**config.mk**
```make
export PLATFORM = sky130hd
export DESIGN_NAME = tcsm_stream_flat
export DESIGN_NICKNAME = d
export VERILOG_FILES = /design/src/rtl/tcsm_stream_if.sv /design/src/rtl/tcsm_stream.sv /design/src/flat_wrapper.sv
export SDC_FILE = /design/constraint.sdc
export NUM_CORES = 1
export LEC_CHECK = 0
export BUFFER_PORTS_ARGS = -buffer_cell sky130_fd_sc_hd__buf_4
export CAP_MARGIN = 20
export CELL_PAD_IN_SITES_DETAIL_PLACEMENT = 1
export CELL_PAD_IN_SITES_GLOBAL_PLACEMENT = 1
export CORE_MARGIN = 2
export CORE_UTILIZATION = 43
export DETAILED_ROUTE_END_ITERATION = 7
export HOLD_SLACK_MARGIN = 0.02
export PLACE_DENSITY = 0.79
export SYNTH_ARGS = -nofsm -noshare
export SYNTH_HDL_FRONTEND = slang
export SYNTH_SLANG_ARGS = --single-unit
```
**constraint.sdc**
```tcl
create_clock -name clk -period 2.4 [get_ports clk]
set_clock_uncertainty 0.15 [all_clocks]
set_input_delay 0.36 -clock clk [delete_from_list [all_inputs] [get_ports clk]]
set_output_delay 0.36 -clock clk [all_outputs]
set_load 0.05 [all_outputs]
```
**src/rtl/tcsm_stream_if.sv**
```systemverilog
// Stream bundle for the TC/SM converter: input beat channel plus result channel.
// Latency: none, this is wiring only.
// Backpressure: in_ready / out_ready carry valid-ready flow control in each direction.
// Ports: in_valid/in_ready/in_mode/in_data (upstream), out_valid/out_ready/out_data/out_flag (downstream).
// Modports: slave = converter side, master = side that feeds beats and consumes results.
interface tcsm_stream_if #(
    parameter int W = 12
) ();
    logic         in_valid;
    logic         in_ready;
    logic         in_mode;
    logic [W-1:0] in_data;
    logic         out_valid;
    logic         out_ready;
    logic [W-1:0] out_data;
    logic         out_flag;

    modport master (
        output in_valid, in_mode, in_data, out_ready,
        input  in_ready, out_valid, out_data, out_flag
    );

    modport slave (
        input  in_valid, in_mode, in_data, out_ready,
        output in_ready, out_valid, out_data, out_flag
    );
endinterface

```
**src/rtl/tcsm_stream.sv**
```systemverilog
// Per-beat two's-complement <-> sign-magnitude converter (mode 0: TC->SM saturating, mode 1: SM->TC).
// Latency: 2 cycles (S1 operand + precompute, S2 selected result), 1 beat/cycle throughput.
// Backpressure: in_ready = !s1_valid || !s2_valid || out_ready; a stalled S2 holds its result stable.
// Ports: clk, rst_n (async active-low), bus (tcsm_stream_if.slave).
// Optional TCSM_SATCNT_EN adds sat_clr (in) and sat_count[15:0] (out): count of flagged output handshakes.
module tcsm_stream #(
    parameter int W = 12
) (
    input  logic         clk,
    input  logic         rst_n,
    tcsm_stream_if.slave bus
`ifdef TCSM_SATCNT_EN
    ,
    input  logic         sat_clr,
    output logic [15:0]  sat_count
`endif
);
    localparam int M = W - 1;  // magnitude width

    logic         s1_valid_q, s1_valid_d;
    logic         s1_mode_q,  s1_mode_d;
    logic [W-1:0] s1_data_q,  s1_data_d;
    logic [M-1:0] s1_neg_q,   s1_neg_d;
    logic         s1_mzero_q, s1_mzero_d;

    logic         s2_valid_q, s2_valid_d;
    logic [W-1:0] s2_data_q,  s2_data_d;
    logic         s2_flag_q,  s2_flag_d;

    logic         s2_load;
    logic         s1_load;
    logic [W-1:0] res_data;
    logic         res_flag;

    always_comb begin
        s2_load = !s2_valid_q || bus.out_ready;
        s1_load = !s1_valid_q || s2_load;
    end

    assign bus.in_ready  = s1_load;
    assign bus.out_valid = s2_valid_q;
    assign bus.out_data  = s2_data_q;
    assign bus.out_flag  = s2_flag_q;

    // Result select. A negative operand with non-zero low bits maps to {1, ~low+1}
    // in both modes: in mode 0 that is sign + magnitude, in mode 1 it is exactly
    // 2^W - magnitude. Only the all-zero-low-bits case differs between modes.
    always_comb begin
        res_flag = 1'b0;
        res_data = {1'b1, s1_neg_q};
        if (!s1_data_q[W-1]) begin
            res_data = s1_data_q;
        end else if (s1_mzero_q) begin
            res_flag = 1'b1;
            res_data = s1_mode_q ? '0 : {1'b1, {M{1'b1}}};
        end
    end

    always_comb begin
        s1_valid_d = s1_valid_q;
        s1_mode_d  = s1_mode_q;
        s1_data_d  = s1_data_q;
        s1_neg_d   = s1_neg_q;
        s1_mzero_d = s1_mzero_q;
        s2_valid_d = s2_valid_q;
        s2_data_d  = s2_data_q;
        s2_flag_d  = s2_flag_q;

        if (s2_load) begin
            s2_valid_d = s1_valid_q;
            // Payload only changes when a real beat moves in, so out_data keeps
            // its last value across bubbles.
            if (s1_valid_q) begin
                s2_data_d = res_data;
                s2_flag_d = res_flag;
            end
        end

        if (s1_load) begin
            s1_valid_d = bus.in_valid;
            if (bus.in_valid) begin
                s1_mode_d  = bus.in_mode;
                s1_data_d  = bus.in_data;
                s1_neg_d   = ~bus.in_data[M-1:0] + M'(1);
                s1_mzero_d = (bus.in_data[M-1:0] == '0);
            end
        end
    end

    always_ff @(posedge clk or negedge rst_n) begin
        if (!rst_n) begin
            s1_valid_q <= 1'b0;
            s1_mode_q  <= 1'b0;
            s1_data_q  <= '0;
            s1_neg_q   <= '0;
            s1_mzero_q <= 1'b0;
            s2_valid_q <= 1'b0;
            s2_data_q  <= '0;
            s2_flag_q  <= 1'b0;
        end else begin
            s1_valid_q <= s1_valid_d;
            s1_mode_q  <= s1_mode_d;
            s1_data_q  <= s1_data_d;
            s1_neg_q   <= s1_neg_d;
            s1_mzero_q <= s1_mzero_d;
            s2_valid_q <= s2_valid_d;
            s2_data_q  <= s2_data_d;
            s2_flag_q  <= s2_flag_d;
        end
    end

`ifdef TCSM_SATCNT_EN
    logic [15:0] sat_cnt_q, sat_cnt_d;

    // Clear wins over a same-cycle increment; the count sticks at all-ones.
    always_comb begin
        sat_cnt_d = sat_cnt_q;
        if (sat_clr) begin
            sat_cnt_d = '0;
        end else if (s2_valid_q && bus.out_ready && s2_flag_q && (sat_cnt_q != 16'hFFFF)) begin
            sat_cnt_d = sat_cnt_q + 16'd1;
        end
    end

    always_ff @(posedge clk or negedge rst_n) begin
        if (!rst_n) begin
            sat_cnt_q <= '0;
        end else begin
            sat_cnt_q <= sat_cnt_d;
        end
    end

    assign sat_count = sat_cnt_q;
`endif
endmodule

```
**src/flat_wrapper.sv**
```systemverilog
// flat-port wrapper written by rule: the top's interface ports become plain ports
module tcsm_stream_flat 
#(
    parameter int W = 12
)
  (clk, rst_n, bus_in_valid, bus_in_mode, bus_in_data, bus_out_ready, bus_in_ready, bus_out_valid, bus_out_data, bus_out_flag);
  tcsm_stream_if #(.W(W)) bus_i ();
  input  logic clk;
  input  logic rst_n;
  input wire logic [$bits(bus_i.in_valid)-1:0] bus_in_valid;
  input wire logic [$bits(bus_i.in_mode)-1:0] bus_in_mode;
  input wire logic [$bits(bus_i.in_data)-1:0] bus_in_data;
  input wire logic [$bits(bus_i.out_ready)-1:0] bus_out_ready;
  output wire logic [$bits(bus_i.in_ready)-1:0] bus_in_ready;
  output wire logic [$bits(bus_i.out_valid)-1:0] bus_out_valid;
  output wire logic [$bits(bus_i.out_data)-1:0] bus_out_data;
  output wire logic [$bits(bus_i.out_flag)-1:0] bus_out_flag;
  assign bus_i.in_valid = bus_in_valid;
  assign bus_i.in_mode = bus_in_mode;
  assign bus_i.in_data = bus_in_data;
  assign bus_i.out_ready = bus_out_ready;
  assign bus_in_ready = bus_i.in_ready;
  assign bus_out_valid = bus_i.out_valid;
  assign bus_out_data = bus_i.out_data;
  assign bus_out_flag = bus_i.out_flag;
  tcsm_stream #(.W(W)) u_core (.clk(clk), .rst_n(rst_n), .bus(bus_i));
endmodule
```
Word-level counts from Yosys, hierarchy flattened
Index checks and enable logic that the tools add are counted.

Logic and storage cells: 22. Bits of input ports: 17. Bits in registers: 40. Output and inout port bits: 15.

Muxes and demuxes: 5. Add/sub/neg operators: 1. Bitwise logic cells: 1. Reductions and logical operators: 7.

Operator list (number): $mux 12 (3); $add 11x1->11 const B (1); $logic_not 11->1 (1); $not 11->11 (1); $reduce_and 2->1 (2); $logic_not 1->1 (2); $logic_or 1x1->1 (2); $mux 1 (2).

Logic depth before layout (Yosys ltp)
Word-level depth: 4. Gate-level depth with buffers: 6. Mapped depth without buffers: 5.

Least setup slack after synthesis
OpenSTA, ideal clock, no wires.

Path type: register -> register. Start point: register u_core.s2_valid_q (netlist: u_core.bus.out_valid). End point: register u_core.s1_data_q[10]. Slack: 0.063 ns. Data arrival time: 2.063 ns. Cell stages (with the launch flop): 7. Data required time: 2.125 ns. Buffers on the path: 2. Period minus slack after synthesis: 2.337 ns. Library setup time: 0.125 ns. Path through: dfrtp_1 -> and3b_1 -> clkbuf_1 -> inv_1 -> nand2_2 -> buf_2 -> mux2_2.

Cells in the longest elaborated chain, start to end: 4.

Ends and longest elaborated chain: start, declared (line tcsm_stream.sv:26) `logic s2_valid_q, s2_valid_d;`; start signal, assigned (line tcsm_stream.sv:106) `s2_valid_q <= s2_valid_d;`; $logic_not 1->1 (line tcsm_stream.sv:36) `s2_load = !s2_valid_q || bus.out_ready;`; $logic_or 1x1->1 (line tcsm_stream.sv:36); $logic_or 1x1->1 (line tcsm_stream.sv:37) `s1_load = !s1_valid_q || s2_load;`; named net bus_in_ready (line flat_wrapper.sv:14) `output wire logic [$bits(bus_i.in_ready)-1:0] bus_in_ready;`; $reduce_and 2->1 (no line); end signal, assigned (line tcsm_stream.sv:103) `s1_data_q <= s1_data_d;`; end, declared (line tcsm_stream.sv:22) `logic [W-1:0] s1_data_q, s1_data_d;`.

The timed path passes the listed nets, and every way through them passes these cells. A chain may end at the register's enable or synchronous reset.

Final worst setup path
Start point: register u_core.s2_valid_q (netlist: u_core.bus.out_valid). End point: register u_core.s1_neg_q[4].

Cells in the longest elaborated chain, start to end: 4.

Ends and longest elaborated chain: $logic_not 1->1 (line tcsm_stream.sv:36); $logic_or 1x1->1 (line tcsm_stream.sv:36); $logic_or 1x1->1 (line tcsm_stream.sv:37); $reduce_and 2->1 (no line); end signal, assigned (line tcsm_stream.sv:104) `s1_neg_q <= s1_neg_d;`; end, declared (line tcsm_stream.sv:23) `logic [M-1:0] s1_neg_q, s1_neg_d;`.

Every way passes these cells.

==> impl_metrics.env <==
export IMPL_status="completed"
export IMPL_dp_hpwl_um=3210
export IMPL_rsz0062_at_grt="no"
export IMPL_numCtsBuffers=5
export IMPL_die_h_um=69.5
export IMPL_finalCriticalPeriod_ns=1.95
export IMPL_io_pins=32
export IMPL_ys_types=35
export IMPL_via_count=1410
export IMPL_ys_seq_area_share_pct=52.9
export IMPL_final_cell_mix="dfrtp_1, buf_4, inv_1"
export IMPL_die_w_um=69.5
export IMPL_drcViolationCount=0
export IMPL_yosysTopAreaCell="dfrtp_1"
export IMPL_vias_per_cell=5.66
export IMPL_cts_resized=0
export IMPL_cp_end_kind="flop"
export IMPL_drive_above_1_share_pct=30.7
export IMPL_syn_nets=186
export IMPL_dieArea_mm2=0.00483
export IMPL_finalHoldViolCount=0
export IMPL_top_layer_used="met4"
export IMPL_slew_violations=0
export IMPL_setup_worst_path_start_class="flop"
export IMPL_clk_pin_slew_worst_paths_ns=0.07
export IMPL_dp_slack_ns=0.302
export IMPL_port_buffers=31
export IMPL_met2_length_um=2150
export IMPL_finalCritPeriodShare_pct=81.4
export IMPL_wl_met3_um=178
export IMPL_grt_usage_pct=20.0
export IMPL_final_setup_tns_ns=0
export IMPL_antenna_left=0
export IMPL_p_leak_nw=0.978
export IMPL_grt_pass1_wl_um=7600
export IMPL_grt_antenna_before_repair=0
export IMPL_placed_cell_area_mm2=0.00210
export IMPL_crit_type="flop to flop"
export IMPL_globalplace_congestion=0.757
export IMPL_post_route_util_pct=54.9
export IMPL_area_growth_pct=20.8
export IMPL_netlist_area_mm2=0.00184
export IMPL_grt_ovfl_total=0
export IMPL_wl_per_cell_um=17.5
export IMPL_core_mm2=0.00406
export IMPL_final_net_count=216
export IMPL_htreeDepth=2
export IMPL_synth_area_per_cell_um2=11.0
export IMPL_grt_pass1_vias=1501
export IMPL_grt_max_degree=40
export IMPL_worstHoldPathType="input pin to flop"
export IMPL_p_per_area_mw_per_mm2=889
export IMPL_clockBufferDepth=2
export IMPL_cts_sinks=39
export IMPL_cp_max_fo=24
export IMPL_cts_root_buf="clkbuf_8"
export IMPL_rows=23
export IMPL_totalWireLength_um=4350
export IMPL_wl_met1_um=1950
export IMPL_maxCapViolCount=0
export IMPL_initial_utilization_pct=45.5
export IMPL_setup_viol=0
export IMPL_post_cts_setup_buffers=0
export IMPL_dr_pass1_iters=4
export IMPL_synth_top_area_share_pct=52.9
export IMPL_synth_warnings=0
export IMPL_relSlewSlack_pct=65.9
export IMPL_drt_initial_drc_count=58
export IMPL_tightest_slew_ns=0.509
export IMPL_synthCells=168
export IMPL_fin_ws_ns=0.445
export IMPL_fmax_mhz=512
export IMPL_antennaDiodeCount=0
export IMPL_peakVddDrop_v=0.000429
export IMPL_yosys_top_cells_area="dfrtp_1, mux2_2, nand4b_1, o221ai_1, o21ai_0"
export IMPL_ys_ff_latch=39
export IMPL_p_total_mw=1.98
export IMPL_clk_latency_ns=0.29
export IMPL_cts_tree="done"
export IMPL_final_common_cell="dfrtp_1"
export IMPL_fin_area_mm2=0.00223
export IMPL_critPathRequiredTime_ns=2.43
export IMPL_arrival_ns=1.99
## state kept, by name (all words and copies together), names as in the netlist
name                  count
u_core.s1_valid_q         1
u_core.s1_mzero_q         1
u_core.s1_data_q         11
u_core.s1_neg_q          11
u_core.bus.out_valid      1
u_core.bus.out_flag       1
u_core.bus.out_data      12
u_core.s1_mode_q          1
## critical path: stages (launching register included)
cell     delay (ns)
dfrtp_1        0.38
and3b_1        0.35
inv_1          0.14
nand2_2        0.41
mux2_2         0.40
## metrics by stage
step	hold WS, ns	cells
finish	0.147	249
global route	0.142	249
CTS	0.138	249
detailed placement	0.215	240
global placement	0.202	240
floorplan	-0.0856	168
## where the power goes
group	switching [mW]	internal [mW]	total, mW
Sequential	0.0760	0.771	0.847
Clock	0.231	0.336	0.567
Combinational	0.363	0.202	0.566
Total	0.671	1.31	1.98
## final cells by class
class / instances / area, µm²
Multi-Input combinational cell: 101 / 751
Clock buffer: 6 / 82.6
Sequential cell: 39 / 976
Timing Repair Buffer: 34 / 258
Clock inverter: 2 / 35.0
Fill cell: 453 / 1830
Tap cell: 50 / 62.6
Inverter: 17 / 63.8
## cells in the mapped netlist
master / number
o41a_1: 1
buf_4: 1
o21ai_0: 13
nor3_1: 2
mux2i_1: 1
ha_1: 1
mux2_2: 15
or4_4: 1
or3_1: 1
buf_2: 1
inv_1: 17
a31oi_1: 1
nor2_1: 11
or2_2: 3
nand2_1: 4
nor4_1: 4
buf_1: 1
xnor2_1: 2
a21oi_1: 1
xor2_1: 1
o21a_1: 1
and2_0: 1
o221ai_1: 10
and3b_1: 1
nor3b_1: 1
o31a_1: 4
nand2_2: 1
dfrtp_1: 39
buf_6: 1
o31ai_1: 6
nand4b_1: 10
nand2b_1: 2
or4_1: 1
nand4_1: 1
clkbuf_1: 7
## cell families (layout without fill, tap and decap cells)
| group | after synthesis | after routing | synth area share [%] |
|---|---|---|---|
| multiplexers | 16 | 16 | 9.70 |
| buffers and inverters | 28 | 59 | 6.38 |
| flip-flops | 39 | 39 | 52.9 |
| adder cells (fa/ha/maj) | 1 | 1 | 0.678 |
| AO/OA/AOI/OAI | 37 | 37 | 14.2 |
| XOR/XNOR | 3 | 3 | 1.42 |
| AND/OR/NAND/NOR | 44 | 44 | 14.7 |
## routing by layer
| layer | track usage [%] | vias to the layer above |
|---|---|---|
| li1 | - | 668 |
| met1 | 26.0 | 701 |
| met2 | 32.9 | 34 |
| met3 | 5.38 | 7 |
| met4 | 5.45 | 0 |
| met5 | 0 | - |
## what timing repair did
action                                 CTS  global route
endpoints found under the hold margin   39             0
hold buffers                             1             0
setup endpoints to repair                0             0
## final timing paths
path                                 startpoint                endpoint  slack (ns)  cells after the start
min in group asynchronous                 rst_n     u_core.s1_data_q[3]        0.43                      2
max in group asynchronous                 rst_n  u_core.bus.out_data[2]        1.32                      2
max reg2reg                u_core.bus.out_valid      u_core.s1_neg_q[4]        0.45                      4
max                        u_core.bus.out_valid      u_core.s1_neg_q[4]        0.45                      4
min reg2reg                 u_core.s1_data_q[9]     u_core.s1_data_q[9]        0.37                      1
min                             bus_in_data[11]    u_core.s1_data_q[11]        0.15                      2
(Power assumes the default switching activity.)
